File: config.mk
export PLATFORM = sky130hd
export DESIGN_NAME = pc_redirect_unit
export DESIGN_NICKNAME = d
export VERILOG_FILES = /design/src/rtl/pc_redirect_unit.sv
export SDC_FILE = /design/constraint.sdc
export NUM_CORES = 1
export LEC_CHECK = 0
export ABC_AREA = 1
export BUFFER_PORTS_ARGS = -buffer_cell sky130_fd_sc_hd__buf_2
export CAP_MARGIN = 20
export CORE_MARGIN = 10
export CORE_UTILIZATION = 40
export CTS_BUF_LIST = sky130_fd_sc_hd__clkbuf_4 sky130_fd_sc_hd__clkbuf_8 sky130_fd_sc_hd__clkbuf_16
export DETAILED_ROUTE_END_ITERATION = 12
export HOLD_SLACK_MARGIN = 0.03
export PLACE_DENSITY = 0.68
export SLEW_MARGIN = 10
export SYNTH_ARGS = -nofsm -noshare
export SYNTH_HDL_FRONTEND = slang
export SYNTH_SLANG_ARGS = --single-unit
File: constraint.sdc
create_clock -name clk -period 1.76 [get_ports clk]
set_clock_uncertainty 0.15 [all_clocks]
set_input_delay 0 -clock clk [delete_from_list [all_inputs] [get_ports clk]]
set_output_delay 0 -clock clk [all_outputs]
set_load 0.01 [all_outputs]
File: src/rtl/pc_redirect_unit.sv
// Fetch-address sequencer: picks the next PC from EX-stage redirects, halts and
// hazard stalls, and raises a fixed-length squash strobe after every redirect.
module pc_redirect_unit #(
  parameter logic [31:0] RESET_PC     = 32'h0000_0000,
  parameter int          FLUSH_CYCLES = 2
) (
  input  logic        clk,
  input  logic        rst,
  input  logic        ex_valid,
  input  logic        should_jump,
  input  logic [31:0] jump_target,
  input  logic        stall,
  input  logic        halt_req,
  output logic [31:0] pc,
  output logic [31:0] pc_plus4,
  output logic        flush,
  output logic        halted,
  output logic [15:0] redirect_count
);

  typedef enum logic [1:0] {
    RUN    = 2'd0,
    FLUSH  = 2'd1,
    HALTED = 2'd2
  } unitState_t;

  // The counter is loaded with one less than the strobe length because the
  // redirect cycle itself already drives flush high.
  localparam logic [1:0] FLUSH_LOAD = 2'(FLUSH_CYCLES - 1);

  unitState_t  state;
  logic [1:0]  flushCnt;
  logic        haltEvent;
  logic        jumpEvent;
  logic        unusedTgtBits;

  function automatic logic [15:0] satInc(input logic [15:0] value);
    return (value == 16'hFFFF) ? value : value + 16'd1;
  endfunction

  assign haltEvent     = ex_valid & halt_req;
  assign jumpEvent     = ex_valid & should_jump;
  assign pc_plus4      = pc + 32'd4;
  assign unusedTgtBits = ^jump_target[1:0];

  always_ff @(posedge clk or negedge rst) begin
    if (!rst) begin
      state          <= RUN;
      pc             <= RESET_PC;
      flush          <= 1'b0;
      halted         <= 1'b0;
      redirect_count <= 16'd0;
      flushCnt       <= 2'd0;
    end else begin
      unique case (state)
        RUN: begin
          if (haltEvent) begin
            state  <= HALTED;
            halted <= 1'b1;
          end else if (jumpEvent) begin
            // Redirect outranks stall: the EX instruction is older than the stalled one.
            pc             <= {jump_target[31:2], 2'b00};
            flush          <= 1'b1;
            flushCnt       <= FLUSH_LOAD;
            state          <= FLUSH;
            redirect_count <= satInc(redirect_count);
          end else if (!stall) begin
            pc <= pc_plus4;
          end
        end
        FLUSH: begin
          pc <= pc_plus4;
          if (flushCnt != 2'd0) begin
            flushCnt <= flushCnt - 2'd1;
          end else begin
            flush <= 1'b0;
            state <= RUN;
          end
        end
        HALTED: begin
          flush  <= 1'b0;
          halted <= 1'b1;
        end
        default: begin
          state <= RUN;
          flush <= 1'b0;
        end
      endcase
    end
  end

endmodule

==> results.py <==
metrics = {
    "status": {
        "status": "finished, violations left",
        "violations": "negative setup slack",
    },
    "power_and_ir_drop": {
        "p_total_uw": 6860,
        "p_leak_uw": 0.00274,
        "power.density_mw_per_mm2": 1290,
        "ir_worst_vdd_mv": 0.647,
    },
    "worst_hold_path": {
        "hold_path.class": "input pin to asynchronous set/reset pin",
    },
    "clocking": {
        "cts_root_buf": "clkbuf_8",
        "h-tree-depth": 2,
        "clk_pin_slew_ns": 0.10,
        "cts_tree": "done",
        "cts_buffer_depth": 2,
        "clk_latency_ns": 0.30,
        "cts.sinks": 52,
        "cts_buffers": 5,
    },
    "logic_synthesis": {
        "synth-seq-area-share_pct": 36.6,
        "synth.most_common_cell": "nand2_1",
        "synth_seq_cells": 52,
        "synth_cell_types": 31,
        "netlist_area_mm2": 0.00355,
        "yosys_warnings": 0,
        "async_flop_share_pct": 100,
        "synth-edff-count": 0,
        "synth_top_area_share_pct": 36.6,
        "synth_common_cells": "nand2_1, nor2_1, inv_1",
        "synthTopCellsByArea": "dfrtp_1, nand2_1, nor2_1, inv_1, nand3_1",
        "synthFlopType": "dfrtp_1",
        "yosysTopAreaCell": "dfrtp_1",
        "synth_cells": 558,
        "syn_avg_cell_area_um2": 6.37,
    },
    "global_route": {
        "antenna_found_initial": 0,
        "overflow": 0,
        "grt_pass1_vias": 4074,
        "grt_pass1_wl_um": 19500,
        "grt_use_total_pct": 17.8,
        "grt_max_degree": 44,
    },
    "route": {
        "wl_um": 12300,
        "firstDrtPassIters": 5,
        "wl_per_cell_um": 14.4,
        "drc_errors": 0,
        "vias_per_cell": 4.93,
        "drtIter0Drc": 193,
        "ant_nets": 0,
        "vias": 4213,
    },
    "place": {
        "placedCellCount": 785,
        "portBuffers": 113,
        "post-place-ws_ns": -0.0352,
        "dpl.hpwl_um": 8620,
        "place.gp.congestion": 0.862,
    },
    "worst_setup_path": {
        "crit_type": "flop to primary output",
        "crit_path_end_kind": "primary output",
        "cp_max_fo": 4,
        "worst_ep_required_time_ns": 1.61,
        "setup.worst_path.start_class": "flop",
        "arrival_ns": 1.71,
    },
    "finish": {
        "instances_no_fill": 855,
        "drive_gt1_share_pct": 34.8,
        "syn2layout_area_growth_pct": 49.9,
        "insertedDiodeCount": 0,
        "fin_nets": 787,
        "final_util_pct": 61.4,
    },
    "floorplanning": {
        "io_pins": 120,
        "die_x_um": 114,
        "rows": 34,
        "die-height_um": 114,
        "start_util_pct": 41.0,
        "die_area_mm2": 0.0131,
        "core-area_mm2": 0.00868,
    },
    "timing": {
        "setup_ws_ns": -0.0997,
        "hold_slack_ns": 0.0598,
        "fin_crit_sh_pct": 106,
        "fmaxAchievable_mhz": 538,
        "period_minus_slack_ns": 1.86,
        "maxSlewViolCount": 0,
        "finalSetupViolCount": 20,
        "max_slew_margin_pct": 62.3,
        "hold_viol_final": 0,
        "rsz0062_at_grt": "yes",
        "tightest_slew_ns": 0.566,
    },
    "flow_run": {
        "drv_cap": 0,
    },
}
-- cells by family after synthesis --
kind of cell / after synthesis / share of synthesized area (%)
AOI/OAI and AO/OA: 55 / 8.48
xor gates and xnor gates: 16 / 3.94
adders and majority gates: 3 / 1.06
buffers and inverters: 73 / 8.87
DFF: 52 / 36.6
other: 1 / 0.105
and+or+nand+nor: 358 / 40.9
-- cell usage in the layout, fill, tap and decap left out, types with 2 or more instances in the layout --
cell and n:
a21oi_1 17, buf_12 4, buf_2 109, buf_4 39, buf_6 7, clkbuf_4 2
clkbuf_8 6, conb_1 4, dfrtp_1 41, dfrtp_2 11, dlygate4sd3_1 35, ha_2 2
inv_1 51, inv_2 3, nand2_1 183, nand2_2 23, nand2_4 5, nand3_1 29
nand3_2 5, nand3b_1 2, nand4_1 3, nor2_1 72, nor2_2 16, nor2_4 11
nor3_1 5, nor3_2 2, o21ai_0 17, o21ai_1 7, o21ai_2 6, o22ai_1 5
xnor2_1 5, xor2_1 7, xor2_2 3
-- metal layers --
| metal | up-vias | global-route usage [%] | wire length (µm) |
|---|---|---|---|
| li1 | 2111 | - | - |
| met1 | 1952 | 21.0 | 5050 |
| met2 | 131 | 31.6 | 6220 |
| met3 | 19 | 4.35 | 762 |
| met4 | 0 | 3.84 | 260 |
| met5 | - | 0 | 0 |
-- report_power, final --
group          internal (µW)  switching, µW
Clock                    353            394
Combinational           1750           2190
Sequential              1640            538
-- sequential cells by signal, summed over array words and instances, names as in the netlist --
register	flops
state	2
flushCnt	2
pc	30
redirect_count	16
flush	1
halted	1
-- area by class of cell --
type	count	area (µm²)
Multi-Input combinational cell	437	2220
Fill cell	781	3350
Inverter	56	218
Clock buffer	8	97.6
Timing Repair Buffer	194	1350
Tap cell	108	135
Sequential cell	52	1320
-- metrics by stage --
| step | TNS [ns] | area, µm² |
|---|---|---|
| 2_1_floorplan | 0 | 3570 |
| 3_3_place_gp | 0 | 4360 |
| 3_5_place_dp | -0.0391 | 4360 |
| 4_1_cts | -0.978 | 5060 |
| 5_1_grt | -4.05 | 5330 |
| 6_report | -1.13 | 5330 |
-- timing repair --
item	CTS	global route
resized for setup	47	59
hold buffers	35	0
pin swaps	15	22
setup buffers	13	13
setup endpoints to repair	26	39
cloned	0	1
hold endpoints to repair	84	0
-- final timing paths --
path / slack (ns) / from / depth (start not counted) / end
min reg2reg: 0.33 / halted$_DFFE_PN0P_ / 1 / halted$_DFFE_PN0P_
max in group asynchronous: 0.81 / rst / 3 / pc[4]$_DFFE_PN0P_
min: 0.06 / rst / 2 / pc[16]$_DFFE_PN0P_
max reg2reg: 0.03 / pc[8]$_DFFE_PN0P_ / 10 / pc[29]$_DFFE_PN0P_
max: -0.1 / pc[2]$_DFFE_PN0P_ / 8 / pc_plus4[20]
min in group clk: 0.12 / stall / 6 / pc[19]$_DFFE_PN0P_
-- critical path, stage by stage, from the launching register on --
cell and delay (ns):
dfrtp_1 0.38, ha_2 0.22, nand3_2 0.12, nor2_4 0.15, nand2_2 0.12, nor2_1 0.11
nand2_1 0.08, nand2_1 0.10, buf_2 0.14
Note: power is estimated with default switching activity, not from simulation.
